<file path="src/rtl/axil_data_master.sv">
// rtl/axil_data_master.sv - AXI4-Lite master issuing one CPU load or store at a time
module axil_data_master #(
    parameter int ADDR_W         = 32,
    parameter int DATA_W         = 32,
    parameter int TIMEOUT_CYCLES = 1024
) (
    input  logic                aclk,
    input  logic                areset,
    input  logic                req_valid,
    output logic                req_ready,
    input  logic                req_write,
    input  logic [ADDR_W-1:0]   req_addr,
    input  logic [DATA_W-1:0]   req_wdata,
    input  logic [DATA_W/8-1:0] req_wstrb,
    output logic                rsp_valid,
    output logic [DATA_W-1:0]   rsp_rdata,
    output logic                rsp_err,
    output logic                rsp_timeout,
    output logic [ADDR_W-1:0]   m_axi_awaddr,
    output logic [2:0]          m_axi_awprot,
    output logic                m_axi_awvalid,
    input  logic                m_axi_awready,
    output logic [DATA_W-1:0]   m_axi_wdata,
    output logic [DATA_W/8-1:0] m_axi_wstrb,
    output logic                m_axi_wvalid,
    input  logic                m_axi_wready,
    input  logic [1:0]          m_axi_bresp,
    input  logic                m_axi_bvalid,
    output logic                m_axi_bready,
    output logic [ADDR_W-1:0]   m_axi_araddr,
    output logic [2:0]          m_axi_arprot,
    output logic                m_axi_arvalid,
    input  logic                m_axi_arready,
    input  logic [DATA_W-1:0]   m_axi_rdata,
    input  logic [1:0]          m_axi_rresp,
    input  logic                m_axi_rvalid,
    output logic                m_axi_rready
);

    localparam int STRB_W    = DATA_W / 8;
    localparam int CNT_W     = (TIMEOUT_CYCLES > 1) ? $clog2(TIMEOUT_CYCLES) : 1;
    localparam int TO_LAST_I = (TIMEOUT_CYCLES > 0) ? TIMEOUT_CYCLES - 1 : 0;
    localparam logic [CNT_W-1:0] TO_LAST = CNT_W'(TO_LAST_I);
    localparam bit   TO_EN   = (TIMEOUT_CYCLES != 0);

    typedef enum logic [2:0] {IDLE, WR_REQ, WR_RESP, RD_ADDR, RD_DATA} state_t;

    state_t              state_q, state_d;
    logic                aw_done_q, aw_done_d, w_done_q, w_done_d;
    logic                awvalid_q, awvalid_d, wvalid_q, wvalid_d, bready_q, bready_d;
    logic                arvalid_q, arvalid_d, rready_q, rready_d;
    logic [ADDR_W-1:0]   awaddr_q, awaddr_d, araddr_q, araddr_d;
    logic [DATA_W-1:0]   wdata_q, wdata_d, rdata_q, rdata_d;
    logic [STRB_W-1:0]   wstrb_q, wstrb_d;
    logic                rsp_valid_q, rsp_valid_d, rsp_err_q, rsp_err_d;
    logic                rsp_timeout_q, rsp_timeout_d;
    logic [CNT_W-1:0]    cnt_q, cnt_d;
    logic                aw_hs, w_hs, b_hs, ar_hs, r_hs, final_hs, timeout_hit;

    assign aw_hs    = awvalid_q & m_axi_awready;
    assign w_hs     = wvalid_q & m_axi_wready;
    assign b_hs     = bready_q & m_axi_bvalid;
    assign ar_hs    = arvalid_q & m_axi_arready;
    assign r_hs     = rready_q & m_axi_rvalid;
    // bready/rready are only ever high in their response states
    assign final_hs = b_hs | r_hs;
    assign timeout_hit = TO_EN && (state_q != IDLE) && (cnt_q == TO_LAST);

    always_comb begin
        state_d       = state_q;
        aw_done_d     = aw_done_q;
        w_done_d      = w_done_q;
        awvalid_d     = awvalid_q;
        wvalid_d      = wvalid_q;
        bready_d      = bready_q;
        arvalid_d     = arvalid_q;
        rready_d      = rready_q;
        awaddr_d      = awaddr_q;
        araddr_d      = araddr_q;
        wdata_d       = wdata_q;
        wstrb_d       = wstrb_q;
        rdata_d       = rdata_q;
        rsp_valid_d   = 1'b0;
        rsp_err_d     = 1'b0;
        rsp_timeout_d = 1'b0;
        cnt_d         = (state_q == IDLE) ? '0 : cnt_q + 1'b1;

        case (state_q)
            IDLE: begin
                if (req_valid) begin
                    if (req_write) begin
                        awaddr_d  = req_addr;
                        wdata_d   = req_wdata;
                        wstrb_d   = req_wstrb;
                        awvalid_d = 1'b1;
                        wvalid_d  = 1'b1;
                        aw_done_d = 1'b0;
                        w_done_d  = 1'b0;
                        state_d   = WR_REQ;
                    end else begin
                        araddr_d  = req_addr;
                        arvalid_d = 1'b1;
                        state_d   = RD_ADDR;
                    end
                end
            end
            WR_REQ: begin
                if (aw_hs) begin
                    awvalid_d = 1'b0;
                    aw_done_d = 1'b1;
                end
                if (w_hs) begin
                    wvalid_d = 1'b0;
                    w_done_d = 1'b1;
                end
                if ((aw_done_q | aw_hs) && (w_done_q | w_hs)) begin
                    bready_d = 1'b1;
                    state_d  = WR_RESP;
                end
            end
            WR_RESP: begin
                if (b_hs) begin
                    bready_d    = 1'b0;
                    rsp_valid_d = 1'b1;
                    rsp_err_d   = (m_axi_bresp != 2'b00);
                    state_d     = IDLE;
                end
            end
            RD_ADDR: begin
                if (ar_hs) begin
                    arvalid_d = 1'b0;
                    rready_d  = 1'b1;
                    state_d   = RD_DATA;
                end
            end
            RD_DATA: begin
                if (r_hs) begin
                    rready_d    = 1'b0;
                    rdata_d     = m_axi_rdata;
                    rsp_valid_d = 1'b1;
                    rsp_err_d   = (m_axi_rresp != 2'b00);
                    state_d     = IDLE;
                end
            end
            default: state_d = IDLE;
        endcase

        // Abandon the bus outright; a final handshake on the last cycle still wins
        if (timeout_hit && !final_hs) begin
            awvalid_d     = 1'b0;
            wvalid_d      = 1'b0;
            bready_d      = 1'b0;
            arvalid_d     = 1'b0;
            rready_d      = 1'b0;
            aw_done_d     = 1'b0;
            w_done_d      = 1'b0;
            rsp_valid_d   = 1'b1;
            rsp_err_d     = 1'b1;
            rsp_timeout_d = 1'b1;
            state_d       = IDLE;
        end
    end

    always_ff @(posedge aclk) begin
        if (areset) begin
            state_q       <= IDLE;
            aw_done_q     <= 1'b0;
            w_done_q      <= 1'b0;
            awvalid_q     <= 1'b0;
            wvalid_q      <= 1'b0;
            bready_q      <= 1'b0;
            arvalid_q     <= 1'b0;
            rready_q      <= 1'b0;
            awaddr_q      <= '0;
            araddr_q      <= '0;
            wdata_q       <= '0;
            wstrb_q       <= '0;
            rdata_q       <= '0;
            rsp_valid_q   <= 1'b0;
            rsp_err_q     <= 1'b0;
            rsp_timeout_q <= 1'b0;
            cnt_q         <= '0;
        end else begin
            state_q       <= state_d;
            aw_done_q     <= aw_done_d;
            w_done_q      <= w_done_d;
            awvalid_q     <= awvalid_d;
            wvalid_q      <= wvalid_d;
            bready_q      <= bready_d;
            arvalid_q     <= arvalid_d;
            rready_q      <= rready_d;
            awaddr_q      <= awaddr_d;
            araddr_q      <= araddr_d;
            wdata_q       <= wdata_d;
            wstrb_q       <= wstrb_d;
            rdata_q       <= rdata_d;
            rsp_valid_q   <= rsp_valid_d;
            rsp_err_q     <= rsp_err_d;
            rsp_timeout_q <= rsp_timeout_d;
            cnt_q         <= cnt_d;
        end
    end

    assign req_ready     = (state_q == IDLE) && !areset;
    assign rsp_valid     = rsp_valid_q;
    assign rsp_rdata     = rdata_q;
    assign rsp_err       = rsp_err_q;
    assign rsp_timeout   = rsp_timeout_q;
    assign m_axi_awaddr  = awaddr_q;
    assign m_axi_awprot  = 3'b000;
    assign m_axi_awvalid = awvalid_q;
    assign m_axi_wdata   = wdata_q;
    assign m_axi_wstrb   = wstrb_q;
    assign m_axi_wvalid  = wvalid_q;
    assign m_axi_bready  = bready_q;
    assign m_axi_araddr  = araddr_q;
    assign m_axi_arprot  = 3'b000;
    assign m_axi_arvalid = arvalid_q;
    assign m_axi_rready  = rready_q;

endmodule

</file>
<file path="config.mk">
export PLATFORM = sky130hd
export DESIGN_NAME = axil_data_master
export DESIGN_NICKNAME = d
export VERILOG_FILES = /design/src/rtl/axil_data_master.sv
export SDC_FILE = /design/constraint.sdc
export NUM_CORES = 1
export LEC_CHECK = 0
export ABC_AREA = 1
export CAP_MARGIN = 0
export CORE_MARGIN = 5
export CORE_UTILIZATION = 38
export CTS_CLUSTER_SIZE = 24
export DETAILED_ROUTE_END_ITERATION = 6
export PLACE_DENSITY_LB_ADDON = 0.2
export SLEW_MARGIN = 20
export SYNTH_ARGS = -nofsm -noshare
export SYNTH_HDL_FRONTEND = slang
export SYNTH_SLANG_ARGS = --single-unit
</file>
<file path="constraint.sdc">
create_clock -name aclk -period 1.3 [get_ports aclk]
set_input_delay 0.325 -clock aclk [delete_from_list [all_inputs] [get_ports aclk]]
set_output_delay 0.325 -clock aclk [all_outputs]
set_load 0.005 [all_outputs]
</file>
; Yosys cells after proc, flatten, opt, wreduce, memory -nomap -nowiden
; Index checks and enable logic that the tools add are counted.
[op_classes]
n_reduce_logical = 25
eq_ne = 14
n_addsub = 1
n_mux = 38
n_bitwise = 9
[op_table]
columns = operator, count
row1 = $mux W1, 22
row2 = $ne A2 B2 Y1 const B, 9
row3 = $pmux W1 S2, 9
row4 = $mux W3, 5
row5 = $pmux W3 S5, 1
row6 = $reduce_and A3 Y1, 4
row7 = $reduce_and A4 Y1, 3
row8 = $reduce_bool A2 Y1, 6
row9 = $add A10 B1 Y10 const B, 1
row10 = $eq A10 B10 Y1 const B, 1
row11 = $eq A3 B2 Y1 const B, 2
row12 = $and A1 B1 Y1, 5
row13 = $reduce_and A5 Y1, 1
row14 = $logic_and A1 B1 Y1, 4
row15 = $reduce_or A2 Y1, 2
row16 = $eq A3 B1 Y1 const B, 1
row17 = $eq A3 B3 Y1 const B, 1
row18 = $logic_not A3 Y1, 1
row19 = $or A1 B1 Y1, 3
row20 = $reduce_bool A3 Y1, 1
row21 = $logic_not A1 Y1, 2
row22 = $mux W2, 1
row23 = $reduce_and A2 Y1, 1
row24 = $not A1 Y1, 1
[word_totals]
reg_bits = 155
elab_cells = 104
out_inout_bits = 147
inputBits = 113

; Longest topological paths before layout
; Gate-level depths: netlist (run 1).
[logic_depth]
word_depth = 5
mapped_depth = 9
mapped_depth_nobuf = 9

; Worst setup path after synthesis (run 1)
; No wires, ideal clock.
[synth_timing]
path_kind = register to register
startpoint = register cnt_q[0]
endpoint = register state_q[1]
arrival_ns = 1.212
path_stages_with_launch = 9
path_buffers = 0
t_required_ns = 1.185
period_less_slack_ns = 1.327
setup_slack_ns = -0.027
setup_ns = 0.115
cell_sequence = dfxtp_1 > ha_1 > nand3_1 > nor3_1 > nand2_1 > nand2_2 > inv_1 > nand2_1 > nor2_1
[synth_between]
elab_chain_cells = 4
[synth_rtl]
columns = element, line
row1 = from (decl), 57  ; logic [CNT_W-1:0] cnt_q, cnt_d;
row2 = from (signal assigned), 200  ; cnt_q <= cnt_d;
row3 = $eq A10 B10 Y1, 67  ; assign timeout_hit = TO_EN && (state_q != IDLE) && (cnt_q == TO_LAST);
row4 = $logic_and A1 B1 Y1, 67
row5 = $logic_and A1 B1 Y1, 149  ; if (timeout_hit && !final_hs) begin
row6 = $reduce_or A2 Y1 (no source line), -
row7 = to (signal assigned), 184  ; state_q <= state_d;
row8 = to (decl), 48  ; state_t state_q, state_d;
; No other way between the ends.
; A chain may end at the register's enable or synchronous reset.

; Worst setup path after layout (run 1)
[layout_timing]
startpoint = register state_q[1]
endpoint = register araddr_q[23] (netlist: m_axi_araddr[23])
[layout_between]
elab_chain_cells = 2
[layout_rtl]
columns = element, line
row1 = $logic_not A3 Y1, 88  ; case (state_q)
row2 = $reduce_and A3 Y1 (no source line), -
row3 = to (signal assigned), 193  ; araddr_q <= araddr_d;
row4 = to (decl), 52  ; logic [ADDR_W-1:0] awaddr_q, awaddr_d, araddr_q, araddr_d;
; No other way between the ends.

==> results.txt, run 1 <==
initial antenna violation count: 0
first-pass GRT wire length: 31300 µm
CP startpoint kind: flop
register area share after synthesis: 0.537
Hold Fails Final Rpt: 0
syn avg cell area: 7.86 µm²
Final period util: 1.21
Post-DP HPWL: 12500 µm
Fin Setup TNS: -23770 ps
DR DRC count: 0
status: finished, violations left
starting density of the core: 0.384
worst r2r src: state_q[1]$_SDFFE_PP0P_
initial drt markers: 253
gate count of the mapped netlist: 735
fin cells: 1260
final WL: 22400 µm
Synth Flop Type: dfxtp_1
Max-Cap Viols: 0
IO Pins: 260
Area growth, synth to finish: 83.2%
drt wl/cell: 17.7 µm
Max FO, Critical Path: 16
clk slew on worst S/H paths: 60 ps
clk sinks: 155
Setup WS post-layout: -275 ps
failing checks: setup timing
min-delay worst type: flop to flop
Post-synth EDFFs: 0
pwr dens: 1530 nW/µm²
Final Setup Violations: 145
H-tree Lvls: 4
crit path capture type: flop
hold_sp: m_axi_awaddr[31]$_SDFFE_PP0P_
layout cells sized above 1: 0.497
Tot Pwr: 16.2 mW
PortBufs: 253
Setup Crit Path Kind: flop to flop
Setup Skew: 7.66 ps
Warnings, synthesis: 0
largest net degree at the start of global routing: 42
Worst Path Required: 1600 ps
maximum clock frequency: 635 MHz
Tmin final: 1570 ps
Yosys cell types: 27
Total Routing Usage GR: 0.222
TritonCTS clock tree: yes
fin. max-slew vios: 0
Critical Path AT: 1880 ps
Seq cells post-synth: 155
vias in the first global route: 5890
worst hold slack: 438 ps
Die Ht: 133 µm
crit path from: state_q[1]$_SDFFE_PP0P_
RSZ-0062 raised after global routing: yes
clk_lat worst skew: 420 ps
antenna cells: 0
Num CTS Buffers: 17
Layout Cell Area excl Fill: 10600 µm²
Peak supply drop: 1000 µV
Detail Route Antenna Nets: 0
Final nets: 1173
clock buffer depth: 2
Die Wd: 133 µm
# rows: 45
via/cell ratio: 4.94
die area: 17800 µm²
placed insts: 1176
drt pass-1 iters: 5
Mapped Area: 5780 µm²
area post-placement: 8710 µm²
FFs w/ async S/R, synth: 0
leakage: 4.53 nW
final weighted congestion in routability-driven placement: 0.767
Root Buffer: clkbuf_16
Core Box Area: 15000 µm²
Overflow after GRT: 0
routed via count: 6219
[placed cells by master, fill, tap and decap left out, types with 39 or more instances in the layout]
cell,count
a21oi_1,44
dfxtp_1,60
o21ai_0,56
clkdlybuf4s50_1,110
o21ai_2,55
dfxtp_2,94
inv_1,84
nor2_1,96
buf_2,85
a21oi_2,39
clkbuf_2,42
[synth_stat cells (4+ instances only)]
cell type  count  area, µm²
nand2_1       38        143
inv_1         88        330
buf_6          8       90.1
o21ai_1       55        275
clkbuf_1      17       63.8
nand3_1       12       60.1
buf_2         11       55.1
nor2_1       148        556
nand4_1        4       25.0
buf_4         10       75.1
a21oi_1       83        415
dfxtp_1      155       3100
o21ai_0       87        435
[critical path, stage by stage, from the launching register on]
cell	delay, ps
dfxtp_4	350
nor2_4	130
nand2_4	80
buf_6	130
nor3_4	210
buf_12	190
buf_8	140
inv_12	60
nor2_1	100
nor2_1	60
[worst paths after layout]
check / end / slack [ps] / cells past startpoint
max: m_axi_araddr[23]$_SDFFE_PP0P_ / -270 / 9
min: m_axi_awaddr[31]$_SDFFE_PP0P_ / 440 / 2
max reg2reg: m_axi_araddr[23]$_SDFFE_PP0P_ / -270 / 9
min reg2reg: m_axi_awaddr[31]$_SDFFE_PP0P_ / 440 / 2
[flip-flops by register name (all words and copies together), names as in the netlist, 3 cells and up]
name,flops
m_axi_awaddr,32
cnt_q,10
state_q,3
m_axi_wdata,32
m_axi_wstrb,4
rsp_rdata,32
m_axi_araddr,32
[routing by layer]
layer	vias to the layer above	global-route usage	share of wire
met2	229	0.392	0.51
li1	3012	-	-
met4	0	0.0526	0.016
met3	26	0.0808	0.075
met5	-	0	0
met1	2952	0.258	0.40
[logic make-up (layout without fill, tap and decap cells)]
family,Yosys count,after routing,share of synthesized area
AOI/OAI and AO/OA,226,226,0.196
xor gates and xnor gates,1,1,0.00152
adders and majority gates,1,1,0.00217
buffers and inverters,138,469,0.110
DFF,155,155,0.537
other,1,6,0.000649
and+or+nand+nor,213,214,0.153
[cell type report]
cell class              count  area, µm²
flip-flops and latches    155       3220
fillers                  1186       4450
multi-input cells         448       2860
repair inverters            2       27.5
repair buffers            344       3270
well taps                 188        235
clock buffers              21        460
clock inverters            11        144
inverters                  91        370
[what timing repair did]
item / in CTS / in global routing
endpoints found under the setup margin: 281 / 263
pin swaps: 37 / 28
resized for setup: 664 / 248
gates cloned: 15 / 11
hold buffers: 0 / 0
buffers inserted: 23 / 7
[power breakdown]
| group | switching [mW] | total, mW | internal [mW] |
|---|---|---|---|
| clock | 1.97 | 5.08 | 3.12 |
| sequential | 0.353 | 5.87 | 5.52 |
| combinational | 2.59 | 5.21 | 2.63 |
| total | 4.91 | 16.2 | 11.3 |
[per-stage QoR]
stage / util / setup slack [ps]
floorplan: - / 3.54
global placement: 0.579 / -522
detailed placement: 0.579 / -576
CTS: 0.695 / -203
global route: 0.704 / -335
finish: 0.704 / -275
Power figures use the tool's default switching activity.
==> run 2: changes to the inputs <==
REMOVE_ABC_BUFFERS = 1   (was default)
==> run 2 against run 1 <==
Net effect:
- the flow still finishes with violations (setup timing)
- total power decreased by 4.3%
- count of clock-buffer cells in the layout up 1
- fmax is 5.9% higher
- clock power fell by 2%
- cell area fell by 2.6%
- register-to-register slack gained 90 ps
- sequential power about the same
- wire length fell by 12%
- die area unchanged
- non-clock buffer count up 23
- largest cell class unchanged
==> results.txt, run 2 (synthesized netlist as in run 1, its figures left out) <==
final weighted congestion in routability-driven placement: 0.804 (+4.8%)
antenna cells: 0 (unchanged)
R2R setup slack: -180 ps (+90 ps)
drt wl/cell: 15.5 µm (-13%)
worst r2r src: state_q[2]$_SDFFE_PP0P_
Tot Pwr: 15.5 mW (-4.3%)
Num CTS Buffers: 17 (unchanged)
worst hold path stage count: 2 (unchanged)
Die Ht: 133 µm (unchanged)
failing checks: setup timing
Max FO, Critical Path: 4 (-12)
Core Box Area: 15000 µm² (unchanged)
status: finished, violations left
largest net degree at the start of global routing: 48 (+14%)
DR DRC count: 0 (unchanged)
initial drt markers: 361 (+43%)
R2R Path End: m_axi_araddr[7]$_SDFFE_PP0P_
Post-DP HPWL: 12500 µm (about the same)
initial antenna violation count: 0 (unchanged)
# rows: 45 (unchanged)
hold_sp: m_axi_awaddr[14]$_SDFFE_PP0P_
clk slew on worst S/H paths: 60 ps (about the same)
Setup Crit Path Kind: flop to primary output
Root Buffer: clkbuf_16
via/cell ratio: 4.71 (-4.5%)
H-tree Lvls: 4 (unchanged)
Register-to-Register Path Depth: 8 (-1)
Final Setup Violations: 138 (-4.8%)
clock buffer depth: 2 (unchanged)
fin. max-slew vios: 0 (unchanged)
CP startpoint kind: flop
Die Wd: 133 µm (unchanged)
Setup Skew: 8.13 ps (+0.469 ps)
Hold Fails Final Rpt: 0 (unchanged)
die area: 17800 µm² (unchanged)
RSZ-0062 raised after global routing: yes
clk_lat worst skew: 410 ps (about the same)
Hold Crit Endpoint: m_axi_awaddr[14]$_SDFFE_PP0P_
pwr dens: 1500 nW/µm² (-1.8%)
Setup WS post-layout: -186 ps (+88.1 ps)
vias in the first global route: 5719 (-2.9%)
Tmin final: 1490 ps (-88.1 ps)
maximum clock frequency: 673 MHz (+5.9%)
Total Routing Usage GR: 0.211 (-0.0111)
starting density of the core: 0.384 (unchanged)
Detail Route Antenna Nets: 0 (unchanged)
IO Pins: 260 (unchanged)
min-delay worst type: flop to flop
most common cell after layout, fill and taps aside: clkdlybuf4s50_1
Critical Path AT: 1160 ps (-720 ps)
PortBufs: 253 (unchanged)
drt pass-1 iters: 4 (-1)
TritonCTS clock tree: yes
Worst Path Required: 980 ps (-620 ps)
fin cells: 1278 (+1.4%)
Area growth, synth to finish: 78.5%
crit path capture type: primary output
placed insts: 1200 (+2.0%)
Overflow after GRT: 0 (unchanged)
Fin Setup TNS: -12890 ps (+10880 ps)
leakage: 4.44 nW (-2.0%)
final WL: 19800 µm (-12%)
layout cells sized above 1: 0.425 (-0.0724)
routed via count: 6021 (-3.2%)
Final period util: 1.14 (-0.0677)
Final nets: 1194 (+1.8%)
clk sinks: 155 (unchanged)
first-pass GRT wire length: 30300 µm (-3.2%)
commonest non-fill, non-tap cells in the layout: clkdlybuf4s50_1, nor2_1, o21ai_1, dfxtp_2, inv_1
Max-Cap Viols: 0 (unchanged)
Peak supply drop: 889 µV (-11%)
run 2: power breakdown:
group	total (mW)	switching (mW)	internal (mW)	leakage, nW
clock network	4.98	1.89	3.09	0.286
registers	5.87	0.361	5.51	1.30
logic	4.63	2.21	2.42	2.85
run 2: worst max-delay path, stage by stage (launching register included):
cell     delay [ps]
dfxtp_2         330
nor2_4          140
nand2_4          80
nor2_1           80
buf_2           120
run 2: timing repair:
item / 4_1_cts / 5_1_grt
resized for setup: 582 / 211
hold endpoints to repair: 0 / 0
setup buffers: 16 / 18
gates cloned: 13 / 5
endpoints found under the setup margin: 291 / 235
pin swaps: 29 / 28
hold buffers: 0 / 0
run 2: stage by stage:
stage	util	hold WS, ps	area (µm²)	setup slack (ps)
5_1_grt	0.686	453	10300	-283
6_report	0.686	440	10300	-186
2_1_floorplan	-	394	5510	-1040
3_5_place_dp	0.590	433	8870	-470
3_3_place_gp	0.590	429	8870	-421
4_1_cts	0.677	442	10200	-206
run 2: final cells by class:
class / instances / area, µm²
fill: 1206 / 4720
sequential: 155 / 3220
multi-input combinational: 448 / 2510
tap: 188 / 235
clock buffer: 22 / 464
clock inverter: 7 / 118
timing repair buffer: 367 / 3410
inverter: 91 / 358
run 2: worst max path at each step:
stage,startpoint,slack [ps],endpoint,cells after the start
final,state_q[2]$_SDFFE_PP0P_,-190,req_ready,4
after global routing,state_q[2]$_SDFFE_PP0P_,-280,req_ready,4
after CTS,state_q[2]$_SDFFE_PP0P_,-210,req_ready,4
after detailed placement,req_write,-470,m_axi_araddr[2]$_SDFFE_PP0P_,7
after global placement,req_write,-420,m_axi_araddr[28]$_SDFFE_PP0P_,7
after floorplan,areset,-1040,state_q[1]$_SDFFE_PP0P_,5
run 2: layer usage:
layer	part of all wire	GRT usage
met1	0.43	0.262
met2	0.48	0.356
met3	0.071	0.0668
met4	0.013	0.0554
met5	0	0
==> run 3: changes to the inputs <==
PLACE_DENSITY_LB_ADDON = 0.15   (was 0.2)
TNS_END_PERCENT = 50   (was default)
==> run 3 against run 2 <==
Net effect:
- the flow still finishes with violations (setup timing)
- register-to-register slack lost 90 ps
- clock power grew 4.6%
- sequential share of layout area increased by 0.96 points
- critical path depth rose by 6
- via count shrank 0.43%
- core utilization is 1.6 points lower
- fmax shrank 5.1%
- non-clock buffer count shrank 38
==> results.txt, run 3 (synthesized netlist as in run 1, its figures left out) <==
status: finished, violations left
failing checks: setup timing
vias in the first global route: 5190 (-9.2%)
Max-Cap Viols: 0 (unchanged)
Register-to-Register Path Depth: 10 (+2)
die area: 17800 µm² (unchanged)
RSZ-0062 raised after global routing: yes
clk slew on worst S/H paths: 60 ps (about the same)
PortBufs: 253 (unchanged)
R2R Path End: m_axi_araddr[12]$_SDFFE_PP0P_
Die Wd: 133 µm (unchanged)
R2R setup slack: -270 ps (-90 ps)
min-delay worst type: flop to flop
Die Ht: 133 µm (unchanged)
area post-placement: 8690 µm² (-2.1%)
maximum clock frequency: 639 MHz (-5.1%)
clk sinks: 155 (unchanged)
Max FO, Critical Path: 14 (+10)
worst hold path stage count: 2 (unchanged)
clk_lat worst skew: 420 ps (about the same)
Peak supply drop: 867 µV (-2.5%)
most common cell after layout, fill and taps aside: clkdlybuf4s50_1
worst hold slack: 436 ps (-3.22 ps)
Root Buffer: clkbuf_16
P_int: 11.1 mW (+0.53%)
Setup WS post-layout: -266 ps (-79.7 ps)
Hold Fails Final Rpt: 0 (unchanged)
initial antenna violation count: 0 (unchanged)
# rows: 45 (unchanged)
final weighted congestion in routability-driven placement: 0.806 (+0.22%)
Sw Ratio: 0.296 (+0.00798)
routed via count: 5995 (-0.43%)
Tmin final: 1570 ps (+79.7 ps)
initial drt markers: 363 (+0.55%)
crit path capture type: flop
Post-DP HPWL: 12200 µm (-2.5%)
pwr dens: 1560 nW/µm² (+4.1%)
starting density of the core: 0.384 (unchanged)
commonest non-fill, non-tap cells in the layout: clkdlybuf4s50_1, dfxtp_2, nor2_1, buf_2, inv_1
placed insts: 1179 (-1.8%)
final core utilization: 0.670 (-0.0161)
CP startpoint kind: flop
Total Routing Usage GR: 0.185 (-0.0258)
leakage: 4.40 nW (-0.96%)
via/cell ratio: 4.83 (+2.5%)
first-pass GRT wire length: 26700 µm (-12%)
Area growth, synth to finish: 74.3%
clock buffer depth: 2 (unchanged)
Core Box Area: 15000 µm² (unchanged)
H-tree Lvls: 4 (unchanged)
Critical Path AT: 1870 ps (+710 ps)
IO Pins: 260 (unchanged)
Net Sw Power: 4.66 mW (+4.5%)
Setup Skew: 9.59 ps (+1.45 ps)
Logic pwr share: 0.296 (-0.003)
Final Setup Violations: 145 (+5.1%)
drt wl/cell: 16.1 µm (+4.4%)
fin. max-slew vios: 0 (unchanged)
Worst Path Required: 1610 ps (+630 ps)
Detail Route Antenna Nets: 0 (unchanged)
Final nets: 1155 (-3.3%)
hold_sp: m_axi_awaddr[2]$_SDFFE_PP0P_
sequential power share: 0.372 (-0.007)
TritonCTS clock tree: yes
Tot Pwr: 15.7 mW (+1.7%)
Num CTS Buffers: 17 (unchanged)
Layout Cell Area excl Fill: 10100 µm² (-2.4%)
largest net degree at the start of global routing: 63 (+31%)
antenna cells: 0 (unchanged)
final WL: 20000 µm (+1.4%)
Hold Crit Endpoint: m_axi_awaddr[2]$_SDFFE_PP0P_
drt pass-1 iters: 4 (unchanged)
Overflow after GRT: 0 (unchanged)
fin cells: 1242 (-2.8%)
layout cells sized above 1: 0.478 (+0.0534)
Clock Power Share: 0.331 (+0.009)
DR DRC count: 0 (unchanged)
Setup Crit Path Kind: flop to flop
worst r2r src: state_q[2]$_SDFFE_PP0P_
Final period util: 1.20 (+0.0613)
run 3: cell count changes in the layout (fill, tap and decap cells not counted), moves of 9 or more:
cell / previous run / this run
o21ai_1: 89 / 38
o21ai_2: 20 / 54
buf_4: 61 / 32
buf_2: 70 / 92
dfxtp_2: 88 / 108
clkdlybuf4s15_1: 25 / 6
dfxtp_1: 66 / 47
o21ai_0: 33 / 49
clkbuf_16: 22 / 32
buf_6: 24 / 15
run 3: area by class of cell:
type / count / area [µm²]
Clock inverter: 12 / 161
Inverter: 91 / 360
Sequential cell: 155 / 3240
Clock buffer: 20 / 467
Fill cell: 1269 / 4960
Multi-Input combinational cell: 447 / 2630
Timing Repair Buffer: 329 / 2980
Tap cell: 188 / 235
run 3: worst max path at each step:
stage / start / end / slack (ps) / cells after the start
finish: state_q[2]$_SDFFE_PP0P_ / m_axi_araddr[12]$_SDFFE_PP0P_ / -270 / 10
detailed placement: req_write / m_axi_awaddr[9]$_SDFFE_PP0P_ / -480 / 5
floorplan: areset / state_q[1]$_SDFFE_PP0P_ / -1040 / 5
global placement: areset / req_ready / -410 / 3
CTS: state_q[2]$_SDFFE_PP0P_ / req_ready / -220 / 4
global route: state_q[2]$_SDFFE_PP0P_ / m_axi_araddr[16]$_SDFFE_PP0P_ / -330 / 10
run 3: per-layer routing:
layer	global-route usage	wire length (µm)
met3	0.0759	1710
met2	0.287	9690
met4	0.0651	233
met1	0.234	8410
met5	0	0
run 3: power groups by stage:
stage | clock network [mW] | logic [mW] | registers (mW)
after floorplan | 0 | 1.31 | 5.93
after global placement | 0 | 3.82 | 5.84
after detailed placement | 0 | 3.85 | 5.86
after CTS | 5.31 | 3.67 | 5.81
after global routing | 5.54 | 5.03 | 5.95
final | 5.21 | 4.67 | 5.86
run 3: critical path, stage by stage (launching register included):
cell	delay, ps
dfxtp_2	340
nor2_4	130
nand2_4	80
buf_6	130
buf_6	110
nor3_4	160
buf_6	150
inv_8	40
clkbuf_16	170
nor2_2	90
nor2_1	50
run 3: through the flow:
step	TNS [ps]	setup slack, ps
2_1_floorplan	-124040	-1040
3_3_place_gp	-53840	-412
3_5_place_dp	-58260	-478
4_1_cts	-15540	-220
5_1_grt	-30350	-325
6_report	-21330	-266
run 3: repair_timing:
| action | 4_1_cts | 5_1_grt |
|---|---|---|
| buffers inserted | 4 | 8 |
| setup endpoints to repair | 276 | 251 |
| cloned | 0 | 19 |
| hold buffers | 0 | 0 |
| resized for setup | 513 | 343 |
| pin swaps | 3 | 14 |
